`config.mk`:
```
export PLATFORM = sky130hd
export DESIGN_NAME = rear_light_scheduler
export DESIGN_NICKNAME = d
export VERILOG_FILES = /design/src/rtl/rear_light_scheduler.sv
export SDC_FILE = /design/constraint.sdc
export NUM_CORES = 1
export LEC_CHECK = 0
export ABC_AREA = 0
export CAP_MARGIN = 20
export CELL_PAD_IN_SITES_DETAIL_PLACEMENT = 0
export CELL_PAD_IN_SITES_GLOBAL_PLACEMENT = 2
export CORE_MARGIN = 4
export CORE_UTILIZATION = 30
export DETAILED_ROUTE_END_ITERATION = 7
export GPL_TIMING_DRIVEN = 0
export MAX_ROUTING_LAYER = met4
export PLACE_DENSITY_LB_ADDON = 0.1
export SYNTH_ARGS = -nofsm -noshare
export SYNTH_HDL_FRONTEND = slang
export SYNTH_SLANG_ARGS = --single-unit
export TNS_END_PERCENT = 100
```
`constraint.sdc`:
```
create_clock -name c50M -period 2.16 [get_ports c50M]
set_input_delay 0.324 -clock c50M [delete_from_list [all_inputs] [get_ports c50M]]
set_output_delay 0.324 -clock c50M [all_outputs]
set_load 0.02 [all_outputs]
```
`src/rtl/rear_light_scheduler.sv`:
```
// rear_light_scheduler: produces registered 10-bit duty commands for the left and
// right rear-lamp PWM generators from brake, headlight, turn and hazard requests.
// Adds a hard-brake stop-flash pattern and a turn/hazard blinker.
//
// Ports:
//   c50M            system clock (50 MHz)
//   reset           synchronous, active-high reset
//   brakeActive     brake pedal pressed
//   hardBrake       emergency deceleration, sampled on the brake rising edge
//   headLightActive headlight on (dim tail light when brake idle)
//   turnLeft/Right  turn requests (both together behave as hazard)
//   hazard          hazard switch
//   leftDuty        left lamp duty command
//   rightDuty       right lamp duty command
//   blinkPhase      current blink phase (1 = on), dash indicator
//   flashBusy       stop-flash sequence in progress
//
// Optional feature: define LIGHT_FADE_EN to slew the duty outputs toward their
// target by FADE_STEP per tick (brake-caused full-on still jumps immediately).
module rear_light_scheduler #(
  parameter int unsigned TICK_DIV    = 50000,
  parameter int unsigned BLINK_HALF  = 333,
  parameter int unsigned FLASH_HALF  = 62,
  parameter int unsigned FLASH_COUNT = 4,
  parameter logic [9:0]  DIM_DUTY    = 10'd31,
  parameter logic [9:0]  FULL_DUTY   = 10'd1023
) (
  input  logic       c50M,
  input  logic       reset,
  input  logic       brakeActive,
  input  logic       hardBrake,
  input  logic       headLightActive,
  input  logic       turnLeft,
  input  logic       turnRight,
  input  logic       hazard,
  output logic [9:0] leftDuty,
  output logic [9:0] rightDuty,
  output logic       blinkPhase,
  output logic       flashBusy
);

  localparam int unsigned TW = (TICK_DIV > 2)   ? $clog2(TICK_DIV)   : 1;
  localparam int unsigned BW = (BLINK_HALF > 2) ? $clog2(BLINK_HALF) : 1;
  localparam int unsigned HW = (FLASH_HALF > 2) ? $clog2(FLASH_HALF) : 1;
  localparam int unsigned CW = $clog2(FLASH_COUNT + 1);

  typedef enum logic [1:0] {
    ST_IDLE      = 2'd0,
    ST_FLASH_ON  = 2'd1,
    ST_FLASH_OFF = 2'd2,
    ST_STEADY    = 2'd3
  } state_e;

  logic [TW-1:0] presc_q, presc_d;
  logic          tick_c;
  logic          blink_en_c, blink_en_q, blink_en_d;
  logic          blink_phase_q, blink_phase_d, phase_eff_c;
  logic [BW-1:0] blink_cnt_q, blink_cnt_d;
  logic          brake_q, brake_d;
  state_e        state_q, state_d;
  logic [HW-1:0] half_cnt_q, half_cnt_d;
  logic [CW-1:0] flash_cnt_q, flash_cnt_d;
  logic          flash_busy_q, flash_busy_d;
  logic [9:0]    left_duty_q, left_duty_d, right_duty_q, right_duty_d;
  logic [9:0]    left_tgt_c, right_tgt_c;
  logic          left_blink_c, right_blink_c, brake_full_c;

  // Target duty for one side in priority order: blink, brake, dim tail light.
  function automatic logic [9:0] side_target(input logic blink, input logic phase,
                                             input state_e st, input logic head);
    logic [9:0] t;
    t = '0;
    if (blink)                                     t = phase ? FULL_DUTY : 10'd0;
    else if (st == ST_STEADY || st == ST_FLASH_ON) t = FULL_DUTY;
    else if (st == ST_FLASH_OFF)                   t = 10'd0;
    else if (head)                                 t = DIM_DUTY;
    return t;
  endfunction

  // Free-running tick prescaler.
  always_comb begin
    tick_c  = (presc_q == TW'(TICK_DIV - 1));
    presc_d = tick_c ? '0 : presc_q + TW'(1);
  end

  // Blink timer: phase forced on at enable rise, forced off while disabled.
  always_comb begin
    blink_en_c    = hazard | turnLeft | turnRight;
    blink_en_d    = blink_en_c;
    blink_phase_d = blink_phase_q;
    blink_cnt_d   = blink_cnt_q;
    if (blink_en_c && !blink_en_q) begin
      blink_phase_d = 1'b1;
      blink_cnt_d   = '0;
    end else if (!blink_en_c) begin
      blink_phase_d = 1'b0;
      blink_cnt_d   = '0;
    end else if (tick_c) begin
      if (blink_cnt_q == BW'(BLINK_HALF - 1)) begin
        blink_cnt_d   = '0;
        blink_phase_d = ~blink_phase_q;
      end else begin
        blink_cnt_d = blink_cnt_q + BW'(1);
      end
    end
  end

  // Brake FSM next-state; releasing the pedal always returns to IDLE.
  always_comb begin
    state_d     = state_q;
    half_cnt_d  = half_cnt_q;
    flash_cnt_d = flash_cnt_q;
    brake_d     = brakeActive;
    if (!brakeActive) begin
      state_d = ST_IDLE;
    end else begin
      unique case (state_q)
        ST_IDLE: begin
          if (!brake_q) begin
            state_d     = hardBrake ? ST_FLASH_ON : ST_STEADY;
            half_cnt_d  = '0;
            flash_cnt_d = '0;
          end
        end
        ST_FLASH_ON: begin
          if (tick_c) begin
            if (half_cnt_q == HW'(FLASH_HALF - 1)) begin
              half_cnt_d = '0;
              state_d    = ST_FLASH_OFF;
            end else begin
              half_cnt_d = half_cnt_q + HW'(1);
            end
          end
        end
        ST_FLASH_OFF: begin
          if (tick_c) begin
            if (half_cnt_q == HW'(FLASH_HALF - 1)) begin
              half_cnt_d  = '0;
              flash_cnt_d = flash_cnt_q + CW'(1);
              state_d     = (flash_cnt_q + CW'(1) == CW'(FLASH_COUNT)) ? ST_STEADY : ST_FLASH_ON;
            end else begin
              half_cnt_d = half_cnt_q + HW'(1);
            end
          end
        end
        ST_STEADY: state_d = ST_STEADY;
        default:   state_d = ST_IDLE;
      endcase
    end
    flash_busy_d = (state_d == ST_FLASH_ON) || (state_d == ST_FLASH_OFF);
  end

  // Per-side targets; a freshly enabled blinker starts in the on phase.
  always_comb begin
    phase_eff_c   = blink_phase_q | (blink_en_c & ~blink_en_q);
    left_blink_c  = hazard | turnLeft;
    right_blink_c = hazard | turnRight;
    brake_full_c  = (state_q == ST_STEADY) || (state_q == ST_FLASH_ON);
    left_tgt_c    = side_target(left_blink_c,  phase_eff_c, state_q, headLightActive);
    right_tgt_c   = side_target(right_blink_c, phase_eff_c, state_q, headLightActive);
  end

`ifdef LIGHT_FADE_EN
  localparam logic [9:0] FADE_STEP = 10'd64;

  // One slew step toward the target, clamped so it never overshoots.
  function automatic logic [9:0] slew(input logic [9:0] cur, input logic [9:0] tgt);
    logic [9:0] r;
    r = cur;
    if (tgt > cur)      r = ((tgt - cur) > FADE_STEP) ? cur + FADE_STEP : tgt;
    else if (tgt < cur) r = ((cur - tgt) > FADE_STEP) ? cur - FADE_STEP : tgt;
    return r;
  endfunction

  // Brake-driven full-on bypasses the slew so the safety path is never delayed.
  always_comb begin
    left_duty_d  = left_duty_q;
    right_duty_d = right_duty_q;
    if (!left_blink_c && brake_full_c) left_duty_d = FULL_DUTY;
    else if (tick_c)                   left_duty_d = slew(left_duty_q, left_tgt_c);
    if (!right_blink_c && brake_full_c) right_duty_d = FULL_DUTY;
    else if (tick_c)                    right_duty_d = slew(right_duty_q, right_tgt_c);
  end
`else
  always_comb begin
    left_duty_d  = left_tgt_c;
    right_duty_d = right_tgt_c;
  end
`endif

  // State and output registers.
  always_ff @(posedge c50M) begin
    if (reset) begin
      presc_q       <= '0;
      blink_en_q    <= 1'b0;
      blink_phase_q <= 1'b0;
      blink_cnt_q   <= '0;
      brake_q       <= 1'b0;
      state_q       <= ST_IDLE;
      half_cnt_q    <= '0;
      flash_cnt_q   <= '0;
      flash_busy_q  <= 1'b0;
      left_duty_q   <= '0;
      right_duty_q  <= '0;
    end else begin
      presc_q       <= presc_d;
      blink_en_q    <= blink_en_d;
      blink_phase_q <= blink_phase_d;
      blink_cnt_q   <= blink_cnt_d;
      brake_q       <= brake_d;
      state_q       <= state_d;
      half_cnt_q    <= half_cnt_d;
      flash_cnt_q   <= flash_cnt_d;
      flash_busy_q  <= flash_busy_d;
      left_duty_q   <= left_duty_d;
      right_duty_q  <= right_duty_d;
    end
  end

  assign leftDuty   = left_duty_q;
  assign rightDuty  = right_duty_q;
  assign blinkPhase = blink_phase_q;
  assign flashBusy  = flash_busy_q;

endmodule

```
# Yosys cells after proc, flatten, opt, wreduce, memory -nomap -nowiden

Index checks and enable logic that the tools add are counted.

Bits of input ports: 8
Bits in registers: 60
Word-level logic and storage cells: 79
Output and inout bits: 22

Equality and inequality tests: 15
Add/sub/neg operators: 4
Bitwise gates (word level): 8
Reductions and logical operators: 13
Muxes and demuxes: 28

Operators with widths:

| cell                                                                   | count |
|---|---|
| 10-bit 2-to-1 mux                                                      | 4 |
| 6-bit 2-to-1 mux                                                       | 3 |
| 16-bit by 1-bit adder with 16-bit output (second input constant)       | 1 |
| 16-bit equality test (second input constant)                           | 1 |
| 2-bit 2-to-1 mux                                                       | 8 |
| 6-bit case mux with 2 select lines                                     | 1 |
| 5-bit 2-to-1 mux                                                       | 2 |
| 9-bit by 1-bit adder with 9-bit output (second input constant)         | 1 |
| 9-bit equality test (second input constant)                            | 1 |
| 3-bit 2-to-1 mux                                                       | 3 |
| 9-bit 2-to-1 mux                                                       | 1 |
| 2-bit case mux with 4 select lines                                     | 1 |
| 6-bit by 1-bit adder with 6-bit output (second input constant)         | 1 |
| 2-bit equality test (second input constant)                            | 3 |
| 6-bit equality test (second input constant)                            | 1 |
| 2-bit inequality test (second input constant)                          | 3 |
| 3-bit case mux with 2 select lines                                     | 1 |
| 5-bit AND reduction                                                    | 1 |
| 2-bit by 1-bit equality test with 1-bit output (second input constant) | 2 |
| 1-bit 2-to-1 mux                                                       | 4 |
| 1-bit OR                                                               | 4 |
| 4-bit AND reduction                                                    | 1 |
| 2-bit nonzero test                                                     | 2 |
| 2-bit OR reduction                                                     | 2 |
| 13 further kinds                                                       | 16 |

# Longest topological paths before layout

Gate-level depths: netlist of run 1.

Word-level depth: 9
Mapped depth: 7
Depth with buffers taken out: 7

# Worst setup path before layout of run 1

OpenSTA, ideal clock, no wires.

Kind: register to register
Start: register presc_q[10]
End: register blink_phase_q, in the netlist blinkPhase
Slack: 0.029 ns
Path buffers: 1
Stages on the path, launching flop included: 6
Period minus slack after synthesis: 2.131 ns
Data arrival time: 2.040 ns
Path through: dfxtp_1 > or4b_4 > or4_1 > buf_2 > or3_1 > a311oi_1

Cells in the longest elaborated chain, start to end: 3

Ends and longest elaborated chain:

| element                                                           | RTL line | text |
|---|---|---|
| start, declared                                                   | 54       | `logic [TW-1:0] presc_q, presc_d;` |
| start signal, assigned                                            | 206      | `presc_q <= presc_d;` |
| 16-bit equality test                                              | 82       | `tick_c = (presc_q == TW'(TICK_DIV - 1));` |
| 3-bit by 2-bit inequality test with 1-bit output (no source line) | --       |  |
| 2-bit AND reduction (no source line)                              | --       |  |
| end signal, assigned                                              | 208      | `blink_phase_q <= blink_phase_d;` |
| end, declared                                                     | 57       | `logic blink_phase_q, blink_phase_d, phase_eff_c;` |

No other way between the ends.
A chain may end at the register's enable or synchronous reset.

# Final worst setup path of run 1

Start: register presc_q[7]
End: register blink_phase_q, in the netlist blinkPhase

Same word-level chain as after synthesis.

==> results of run 1 <==
[metal layers]
metal,share of wire (%),track usage (%),vias to the layer above
met5,0,-,-
met4,0.84,3.97,0
met3,5.0,3.08,5
met2,45,19.2,41
met1,49,14.5,833
li1,-,-,976
[worst max-delay path, cell delays in order (launching register included)]
cell                       delay (ns)
sky130_fd_sc_hd__dfxtp_2         0.35
sky130_fd_sc_hd__or4b_4          0.54
sky130_fd_sc_hd__or4_4           0.49
sky130_fd_sc_hd__or3_1           0.40
sky130_fd_sc_hd__a311oi_1        0.26
[sequential cells by signal, summed over array words and instances, names as in the netlist, 2 cells and up]
| signal | cells |
|---|---|
| presc_q | 16 |
| blink_cnt_q | 9 |
| half_cnt_q | 6 |
| flash_cnt_q | 3 |
| leftDuty | 2 |
| rightDuty | 2 |
| state_q | 2 |
[worst paths after layout]
| path | startpoint | to | slack [ns] | depth (start not counted) |
|---|---|---|---|---|
| setup / recovery | presc_q[7] | blinkPhase | 0.04 | 4 |
| hold / removal | presc_q[0] | presc_q[0] | 0.46 | 1 |
| setup reg to reg | presc_q[7] | blinkPhase | 0.04 | 4 |
| hold reg to reg | presc_q[0] | presc_q[0] | 0.46 | 1 |
[area by class of cell]
cell class	count	area, µm²
repair buffers	35	335
clock buffers	5	68.8
well taps	99	124
fillers	754	4380
inverters	11	41.3
flip-flops and latches	44	888
multi-input cells	187	1310
plain buffers	18	131
clock inverters	3	46.3
[logic make-up (layout without fill, tap and decap cells)]
| group | after synthesis | in the layout | share of synthesized area, % |
|---|---|---|---|
| compound gates | 37 | 37 | 10.4 |
| xor+xnor | 23 | 23 | 8.82 |
| fa+ha+maj | 13 | 13 | 7.12 |
| buf+inv | 30 | 72 | 7.67 |
| flops | 44 | 44 | 38.6 |
| mux | 1 | 1 | 0.438 |
| simple gates | 113 | 113 | 27.0 |
[metrics by stage]
| stage | hold slack, ns | cells |
|---|---|---|
| 4_1_cts | 0.459 | 399 |
| 6_report | 0.457 | 402 |
| 3_5_place_dp | 0.438 | 389 |
| 5_1_grt | 0.478 | 402 |
| 3_3_place_gp | 0.430 | 389 |
| 2_1_floorplan | 0.416 | 261 |
[power by group through the flow]
stage	sequential (mW)	clock, mW	combinational (mW)
after floorplan	0.895	0	0.200
after global placement	0.888	0	0.343
after detailed placement	0.887	0	0.342
after CTS	0.869	0.694	0.354
after global routing	0.875	0.717	0.391
final	0.869	0.666	0.356
[synth_stat cells (2+ instances only)]
library cell	instances
sky130_fd_sc_hd__nand2b_1	3
sky130_fd_sc_hd__and2_1	2
sky130_fd_sc_hd__nor2_1	34
sky130_fd_sc_hd__nand3_1	15
sky130_fd_sc_hd__buf_4	16
sky130_fd_sc_hd__or4_1	3
sky130_fd_sc_hd__and3_1	7
sky130_fd_sc_hd__inv_1	11
sky130_fd_sc_hd__nand4_1	3
sky130_fd_sc_hd__buf_2	2
sky130_fd_sc_hd__nand2_1	13
sky130_fd_sc_hd__nor4_1	2
sky130_fd_sc_hd__xnor2_1	10
sky130_fd_sc_hd__dfxtp_1	44
sky130_fd_sc_hd__nor3_1	7
sky130_fd_sc_hd__ha_1	13
sky130_fd_sc_hd__a21oi_1	11
sky130_fd_sc_hd__or3_1	7
sky130_fd_sc_hd__o21ai_0	12
sky130_fd_sc_hd__nor2b_1	5
sky130_fd_sc_hd__xor2_1	13
sky130_fd_sc_hd__nand4b_1	3
sky130_fd_sc_hd__nand4bb_1	2
sky130_fd_sc_hd__o21bai_1	2
sky130_fd_sc_hd__a211oi_1	2
[what timing repair did]
action	CTS	global route
hold buffers	0	0
resized for setup	14	10
pin swaps	3	6
endpoints found under the setup margin	30	21
buffers inserted	2	4
hold endpoints to repair	0	0
==> implementation parameters, run 1 <==
Parameter                              Value

Cells and area
  P&R area growth vs syn ... 29.1%
  Most frequent cells in the layout ... sky130_fd_sc_hd__dfxtp_1, sky130_fd_sc_hd__nor2_1, sky130_fd_sc_hd__clkdlybuf4s50_1
  Final standard cell area without fillers ... 0.00295 mm²
  Final layout net count ... 323
  ANT cells ... 0
  Core utilization of the finished layout ... between 40% and 50%
  Fraction of final layout cells sized beyond drive strength 1 ... around 17%
  Commonest non-fill, non-tap cell in the layout ... sky130_fd_sc_hd__dfxtp_1

Synthesis
  Number of synthesized flops with an enable pin ... 0
  Yosys warnings ... 0
  Net count after synthesis ... between 200 and 300
  Async SR Flop Fraction ... 0%
  Proportion of synthesized chip area in sequential cells ... between 30% and 40%
  Proportion of netlist area held by the largest area contributor ... between 30% and 40%
  Netlist Area Pre-Place ... roughly 0.0023 mm²
  Top area cells in the synthesized netlist ... sky130_fd_sc_hd__dfxtp_1, sky130_fd_sc_hd__ha_1, sky130_fd_sc_hd__nor2_1, sky130_fd_sc_hd__buf_4, sky130_fd_sc_hd__xor2_1
  Avg Inst Size Synth ... 8.75 µm²
  Post-synthesis register bit count ... between 40 and 50
  Library cell occupying the most area in the post-synthesis netlist ... sky130_fd_sc_hd__dfxtp_1
  Instance count of the mapped netlist ... between 200 and 300
  Leading register cell type out of synthesis ... sky130_fd_sc_hd__dfxtp_1
  Cell variety after synth ... 44

Timing
  Aggregate negative setup slack ... 0 ns
  Slew @ Worst Pin ... 0.447 ns
  Finish-stage setup viols ... 0
  Final worst path period need ... ~2.1 ns
  Max-slew violation total from the final report ... 0
  Highest achievable clock rate ... between 400 and 500 MHz
  Share of the clock period used by the worst path ... roughly 98%
  RSZ-0062 raised after global routing ... yes
  Slew HR ... 70.2%
  Final critical-path setup slack ... 0.0421 ns
  Final-report hold violation count ... 0
  Post-route clock skew ... just over 0.01 ns

Setup path
  Worst Path Max Fanout ... 8
  Crit path capture type ... flip-flop
  Kind of start point of the critical path ... flip-flop
  Crit path required time ... about 2.4 ns
  Worst endpoint data arrival time ... roughly 2.3 ns
  Start-to-end type of the worst setup path ... reg2reg

Global route
  Number of antenna violations at the first check in global routing ... 0
  GRT overflow ... 0
  Vias in the first global route ... 1749
  Largest net degree at the start of global routing ... 16
  Overall Global Routing Usage ... 11.9%
  Global-route wire length before repair ... between 8000 and 9000 µm

CTS
  Source-to-sink clock delay at the later pin of the worst-skew pair ... 0.31 ns
  CTS tree ... done
  Longest Clk Path Bufs ... 2
  Clock slew at reported path FFs ... about 0.10 ns
  H-tree lvl count ... 2
  Number of clock sinks ... 44
  Root Driver ... sky130_fd_sc_hd__clkbuf_8
  CTS Buf Count ... 5

Outcome
  Run status ... finished clean

Power
  Clock power frac ... 35.2%
  Power density over the cells ... 641 mW/mm²
  Portion of total power attributed to combinational logic ... between 10% and 20%
  Seq pwr share ... 46.0%
  Standby leakage power ... between 1 and 1.5 nW
  Cell-internal power ... between 1 and 1.5 mW
  Overall Power ... ~1.9 mW
  Switching Fraction ... roughly 28%
  Worst-case vdd ir drop ... about 0.23 mV
  Reported net switching power ... roughly 520 µW

Floorplan
  Horizontal die dimension ... about 95 µm
  Area enclosed by the die boundary ... approximately 0.0091 mm²
  Area of the core region ... about 0.0073 mm²
  Total number of placement rows ... 31
  Number of top-level design ports ... 30
  Height of the die ... roughly 95 µm
  Initial cell density of the core ... between 30% and 40%

Route
  Number of nets with antenna violations after routing ... 0
  Via Count ... around 1900
  Total wirelength of the detailed-routed design ... slightly below 5000 µm
  Drt via density ... 4.61
  DR pass1 iterations ... 4
  Wire length per cell after detailed routing ... roughly 12 µm
  Number of remaining DRC errors ... 0
  DRC marker count from the first detailed-route iteration ... 60

Place
  Routability cong. ... 0.691
  Number of input and output port buffers inserted ... 29
  Worst slack after detailed placement ... -0.249 ns
  Post-place instance area ... between 0.002 and 0.003 mm²
  Post-DP HPWL ... about 3600 µm

Hold path
  Worst Hold Class ... reg2reg

Job
  Number of max-cap violations ... 0
No activity file was read; power rests on OpenSTA's default activity.
==> run 2, diff against run 1 <==
--- a/config.mk
+++ b/config.mk
@@ -15,6 +15,7 @@
 export GPL_TIMING_DRIVEN = 0
 export MAX_ROUTING_LAYER = met4
 export PLACE_DENSITY_LB_ADDON = 0.1
+export SLEW_MARGIN = 20
 export SYNTH_ARGS = -nofsm -noshare
 export SYNTH_HDL_FRONTEND = slang
 export SYNTH_SLANG_ARGS = --single-unit
==> results of run 2 <==
Same layout as run 1: the final DEF is identical, and so are final timing and power.
==> edit 1, RTL diff (settings of run 2) <==
Add a define of `LIGHT_FADE_EN`.
--- a/src/rtl/rear_light_scheduler.sv
+++ b/src/rtl/rear_light_scheduler.sv
@@ -19,2 +19,4 @@
 // target by FADE_STEP per tick (brake-caused full-on still jumps immediately).
+`define LIGHT_FADE_EN
+
 module rear_light_scheduler #(
Behaviour: not the same (Yosys sat finds a counterexample within 4 cycles, from zero or initial values and one cycle with reset high).
==> edit 1 against run 2 <==
The flow now finishes with violations (setup timing). First-iteration DRC count is 140% higher. Routed wire length is 110% higher. Sequential cell count is 8 higher. Worst setup slack worse by 1300 ps. Total power is 54% higher. Area after synthesis is 70% higher. Final area is 90% higher. Clock power is 21% higher. Combinational power grew to 3.0 times the old value.
==> edit 1: results (changes against run 2) <==
[routing]
detail_route.iter0.violations = 146  ; was 60
viasPerCell = 4.95  ; was 4.61
avgRoutedWirePerCell_um = 14.1  ; was 12.4 um

[logic_synthesis]
synthTopCellsByCount = nor2_1 (63), dfxtp_1 (52), ha_1 (43), a21oi_1 (32), inv_1 (29)  ; was dfxtp_1 (44), nor2_1 (34), buf_4 (16), nand3_1 (15)
netlist-cell-type-count = 67  ; was 44
syn-num-nets = 531  ; was 282
synth_seq_area_share_pct = 26.8  ; was 38.6%

[outcome]
outcome = complete, but fails checks  ; was completed
failed_checks = setup timing

[pwr]
cellLeakagePower_uw = 0.00206  ; was 0.00108 uW
internal_power_uw = 1930  ; was 1370 uW
max-vdd-ir-drop_uv = 352  ; was 225 uV

[cells_and_area]
layout.nets = 610  ; was 323
final_layout_size_suffix_gt1_share_pct = 29.6  ; was 16.5%
top_regs = presc_q: 16 flops, blink_cnt_q: 9 flops  ; was presc_q: 16 flops, blink_cnt_q: 9 flops, half_cnt_q: 6 flops

[clock_network]
clkSlewWorstSetupHoldPaths_ps = 80  ; was 100 ps
clock_tree.root_cell = clkbuf_16  ; was clkbuf_8

[placement]
gp_routability_congestion = 0.761  ; was 0.691
detailedPlace.worstSlack_ps = -2050  ; was -249 ps

[grt]
grt_max_degree = 17  ; was 16
first_global_vias = 3521  ; was 1749
grt_first_pass_wirelength_mm = 17.1  ; was 8.27 mm
grt_util_all_layers_pct = 14.6  ; was 11.9%

[worst_hold_path]
worstHoldPathType = flip-flop to flip-flop  ; unchanged

[critical_path]
critPathArrivalTime_ps = 3590  ; was 2340 ps
path_max_fanout = 6  ; was 8

[sta]
finalSetupViolCount = 23  ; was 0
worst_slack_ps = -1220  ; was 42.1 ps
timing.clock.skew_ps = 16.4  ; was 10.4 ps

edit 1: power by group through the flow:
stage	Clock [uW]	Combinational, uW	Sequential [uW]
3_5_place_dp	0	754	1040
3_3_place_gp	0	756	1040
2_1_floorplan	0	558	1050
4_1_cts	852	964	1020
6_report	808	1080	1020
5_1_grt	889	1180	1030
edit 1: path summary, 6_finish.rpt:
| check | from | slack (ps) | cells past startpoint | to |
|---|---|---|---|---|
| min reg2reg | presc_q[0] | 470 | 1 | presc_q[0] |
| max | state_q[1] | -1220 | 17 | rightDuty[9] |
| max reg2reg | state_q[1] | -1220 | 17 | rightDuty[9] |
| min | presc_q[0] | 470 | 1 | presc_q[0] |
edit 1: kinds of logic (layout without fill, tap and decap cells):
logic type | after synthesis | count (layout) | synth area share (%)
flip-flops | 52 | 52 | 26.8
XOR/XNOR | 31 | 31 | 7.00
adder cells (fa/ha/maj) | 45 | 45 | 14.9
AO/OA/AOI/OAI | 111 | 111 | 19.1
multiplexers | 7 | 7 | 1.81
AND/OR/NAND/NOR | 183 | 184 | 24.7
buffers and inverters | 49 | 128 | 5.71
edit 1: final cells by class:
cell class | instances | area, sq um
fill | 1309 | 7020
multi-input combinational | 378 | 3240
sequential | 52 | 1050
timing repair buffer | 74 | 719
tap | 172 | 215
clock buffer | 6 | 129
buffer | 17 | 119
inverter | 29 | 115
clock inverter | 2 | 13.8
edit 1: repair_timing:
item                       in CTS  in global routing
setup endpoints to repair      50                 44
pin swaps                      50                 38
cloned                          1                  1
gates resized for setup        65                 47
setup buffers                  34                 12
edit 1: metal layers:
metal	vias to the layer above	wire length, um	track usage [%]
met4	0	119	3.50
met1	1707	4990	19.3
met5	-	0	-
li1	1855	-	-
met3	11	235	2.32
met2	37	4920	23.4
edit 1: worst max-delay path: stages, from the launching register on:
cell,delay [ps]
dfxtp_4,380
inv_4,70
ha_4,140
nor2_4,50
buf_6,110
a21oi_4,250
buf_6,150
clkinvlp_4,150
fa_2,430
a21oi_2,160
and4b_1,210
a211oi_2,60
a32oi_4,370
buf_6,150
o311a_1,160
a21oi_2,30
and3_1,180
a221oi_2,200
edit 1: per-stage QoR:
step                instance area [sq um]  setup TNS, ps  std cells  util [%]
finish                               5600         -13650        730      44.4
floorplan                            4070         -10310        478         -
detailed placement                   4570         -38840        679      36.2
global route                         5600         -17750        730      44.4
global placement                     4570         -38570        679      36.2
CTS                                  5320         -16350        719      42.1
==> edit 2, RTL diff (settings of run 2) <==
Made on the original files. Reset style: asynchronous (`reset`), changed in one clocked block. Comments in the files are not updated.
--- a/src/rtl/rear_light_scheduler.sv
+++ b/src/rtl/rear_light_scheduler.sv
@@ -191,3 +191,3 @@
   // State and output registers.
-  always_ff @(posedge c50M) begin
+  always_ff @(posedge c50M or posedge reset) begin
     if (reset) begin
Function: differs if reset is asserted again (counterexample within 4 cycles, from zero or initial values and one cycle with reset high); with reset held inactive, the same outputs for 10 cycles.
==> edit 2 against run 2 <==
Sequential share of layout area rose by 6.6 points. Final area is 1.6% higher. Critical path depth increased by 2. Sequential cell count stayed put. Via count down 0.16%. Worst setup slack better by 150 ps. Routed wire length rose by 3.4%. Critical endpoint is now half_cnt_q[4]. Area after synthesis up 7.6%. Die area increased by 6.9%.
Power is not compared: it rests on default switching activity, and its combinational part moved more than twofold at a synthesized area within 25%.
==> edit 2: results (changes against run 2) <==
[worst_hold_path]
worstHoldPathType = input pin to asynchronous set/reset pin  ; was flip-flop to flip-flop

[placement]
io_buffer_count = 29  ; unchanged
detailedPlace.worstSlack_ps = -135  ; was -249 ps
dpl_cell_area_sq_mm = 0.00290  ; was 0.00270 sq mm
dp.final_hpwl_mm = 3.87  ; was 3.61 mm
gp_routability_congestion = 0.724  ; was 0.691

[grt]
grt_max_degree = 28  ; was 16
grt_first_pass_wirelength_mm = 9.05  ; was 8.27 mm
grt_util_all_layers_pct = 11.7  ; was 11.9%
first_global_vias = 1836  ; was 1749

[logic_synthesis]
netlist-cell-type-count = 50  ; was 44
synthTopCellsByCount = dfrtp_1 (44), nor2_1 (28), nand2_1 (27), buf_4 (17), nand3_1 (17)  ; was dfxtp_1 (44), nor2_1 (34), buf_4 (16), nand3_1 (15)
synth_seq_area_share_pct = 44.8  ; was 38.6%
synthMuxAreaShare_pct = 0.815  ; was 0.438%
syn-num-nets = 274  ; was 282
synth.area.top_cells = dfrtp_1 (45%), ha_1 (6.6%), buf_4 (5.2%)  ; was dfxtp_1 (39%), ha_1 (7.1%), nor2_1 (5.6%)
post_synth_xor_area_fraction_pct = 6.77  ; was 8.82%
synthAdderAreaFrac_pct = 6.62  ; was 7.12%

[pwr]
max-vdd-ir-drop_uv = 353

[cells_and_area]
layout.nets = 311  ; was 323
final_layout_size_suffix_gt1_share_pct = 12.5  ; was 16.5%
register_ranked_first_by_flip_flop_count = presc_q  ; unchanged

[sta]
timing.clock.skew_ps = 10.4  ; about the same
fmax_ghz = 0.507  ; was 0.472 GHz
timing_worst_slew_pin_value_ps = 640  ; was 447 ps
final.hold.worst_slack_ps = 333  ; was 457 ps

[critical_path]
critical-path-slowest-cell = dfrtp_1  ; was or4b_4
cell_count_of_the_worst_reg_to_reg_path = 6  ; was 4
r2r-start = presc_q[0]  ; was presc_q[7]
critPathArrivalTime_ps = 2180  ; was 2340 ps
path_max_fanout = 8  ; unchanged
cpPeakStageDelay_ps = 390  ; was 540 ps
timing.rr.end = half_cnt_q[4]  ; was blinkPhase
worst-r2r-setup-slack_ps = 190  ; was 40 ps

[outcome]
outcome = completed  ; unchanged

[clock_network]
ctsResizeCount = 0  ; was 14
postCtsSetupBuffers = 0  ; was 2

[routing]
detail_route.iter0.violations = 73  ; was 60

==> edit 2: cell families after synthesis <==
group,count (synthesis)
muxes,2
adders and majority gates,13
buffers and inverters,31
xor gates and xnor gates,19
and+or+nand+nor,99
AOI/OAI and AO/OA,45
DFF,44
==> edit 2: worst max path at each step <==
stage / from / to / depth (start not counted)
final: presc_q[0] / half_cnt_q[4] / 6
after global routing: presc_q[0] / half_cnt_q[4] / 6
after CTS: state_q[0] / half_cnt_q[4] / 7
after detailed placement: turnRight / blinkPhase / 6
after global placement: reset / half_cnt_q[0] / 2
after floorplan: state_q[0] / half_cnt_q[4] / 7
==> edit 2: power by group <==
group	switching [uW]	internal [uW]	leakage, uW
registers	101	913	0.000576
logic	683	641	0.000727
clock network	283	332	0.0000501
total	1070	1890	0.00135
==> edit 2: layout make-up <==
cell class,count,area [sq um]
buffer,18,133
clock buffer,5,68.8
clock inverter,1,30.0
fill,826,4850
inverter,13,48.8
multi-input combinational,178,1180
sequential,44,1100
tap,102,128
timing repair buffer,30,310
==> edit 2: per-stage QoR <==
| stage | TNS, ps | utilization [%] | instances |
|---|---|---|---|
| floorplan | 0 | - | 253 |
| global placement | -11770 | 36.6 | 384 |
| detailed placement | -400 | 36.9 | 385 |
| CTS | 0 | 38.2 | 391 |
| global route | 0 | 38.2 | 391 |
| finish | 0 | 38.2 | 391 |
==> edit 2: metal layers <==
metal / vias to the layer above / GRT usage [%] / routed length [um]
li1: 936 / - / -
met1: 871 / 15.2 / 2520
met2: 38 / 18.1 / 2280
met3: 7 / 2.76 / 272
met4: 0 / 3.78 / 72
met5: - / - / 0
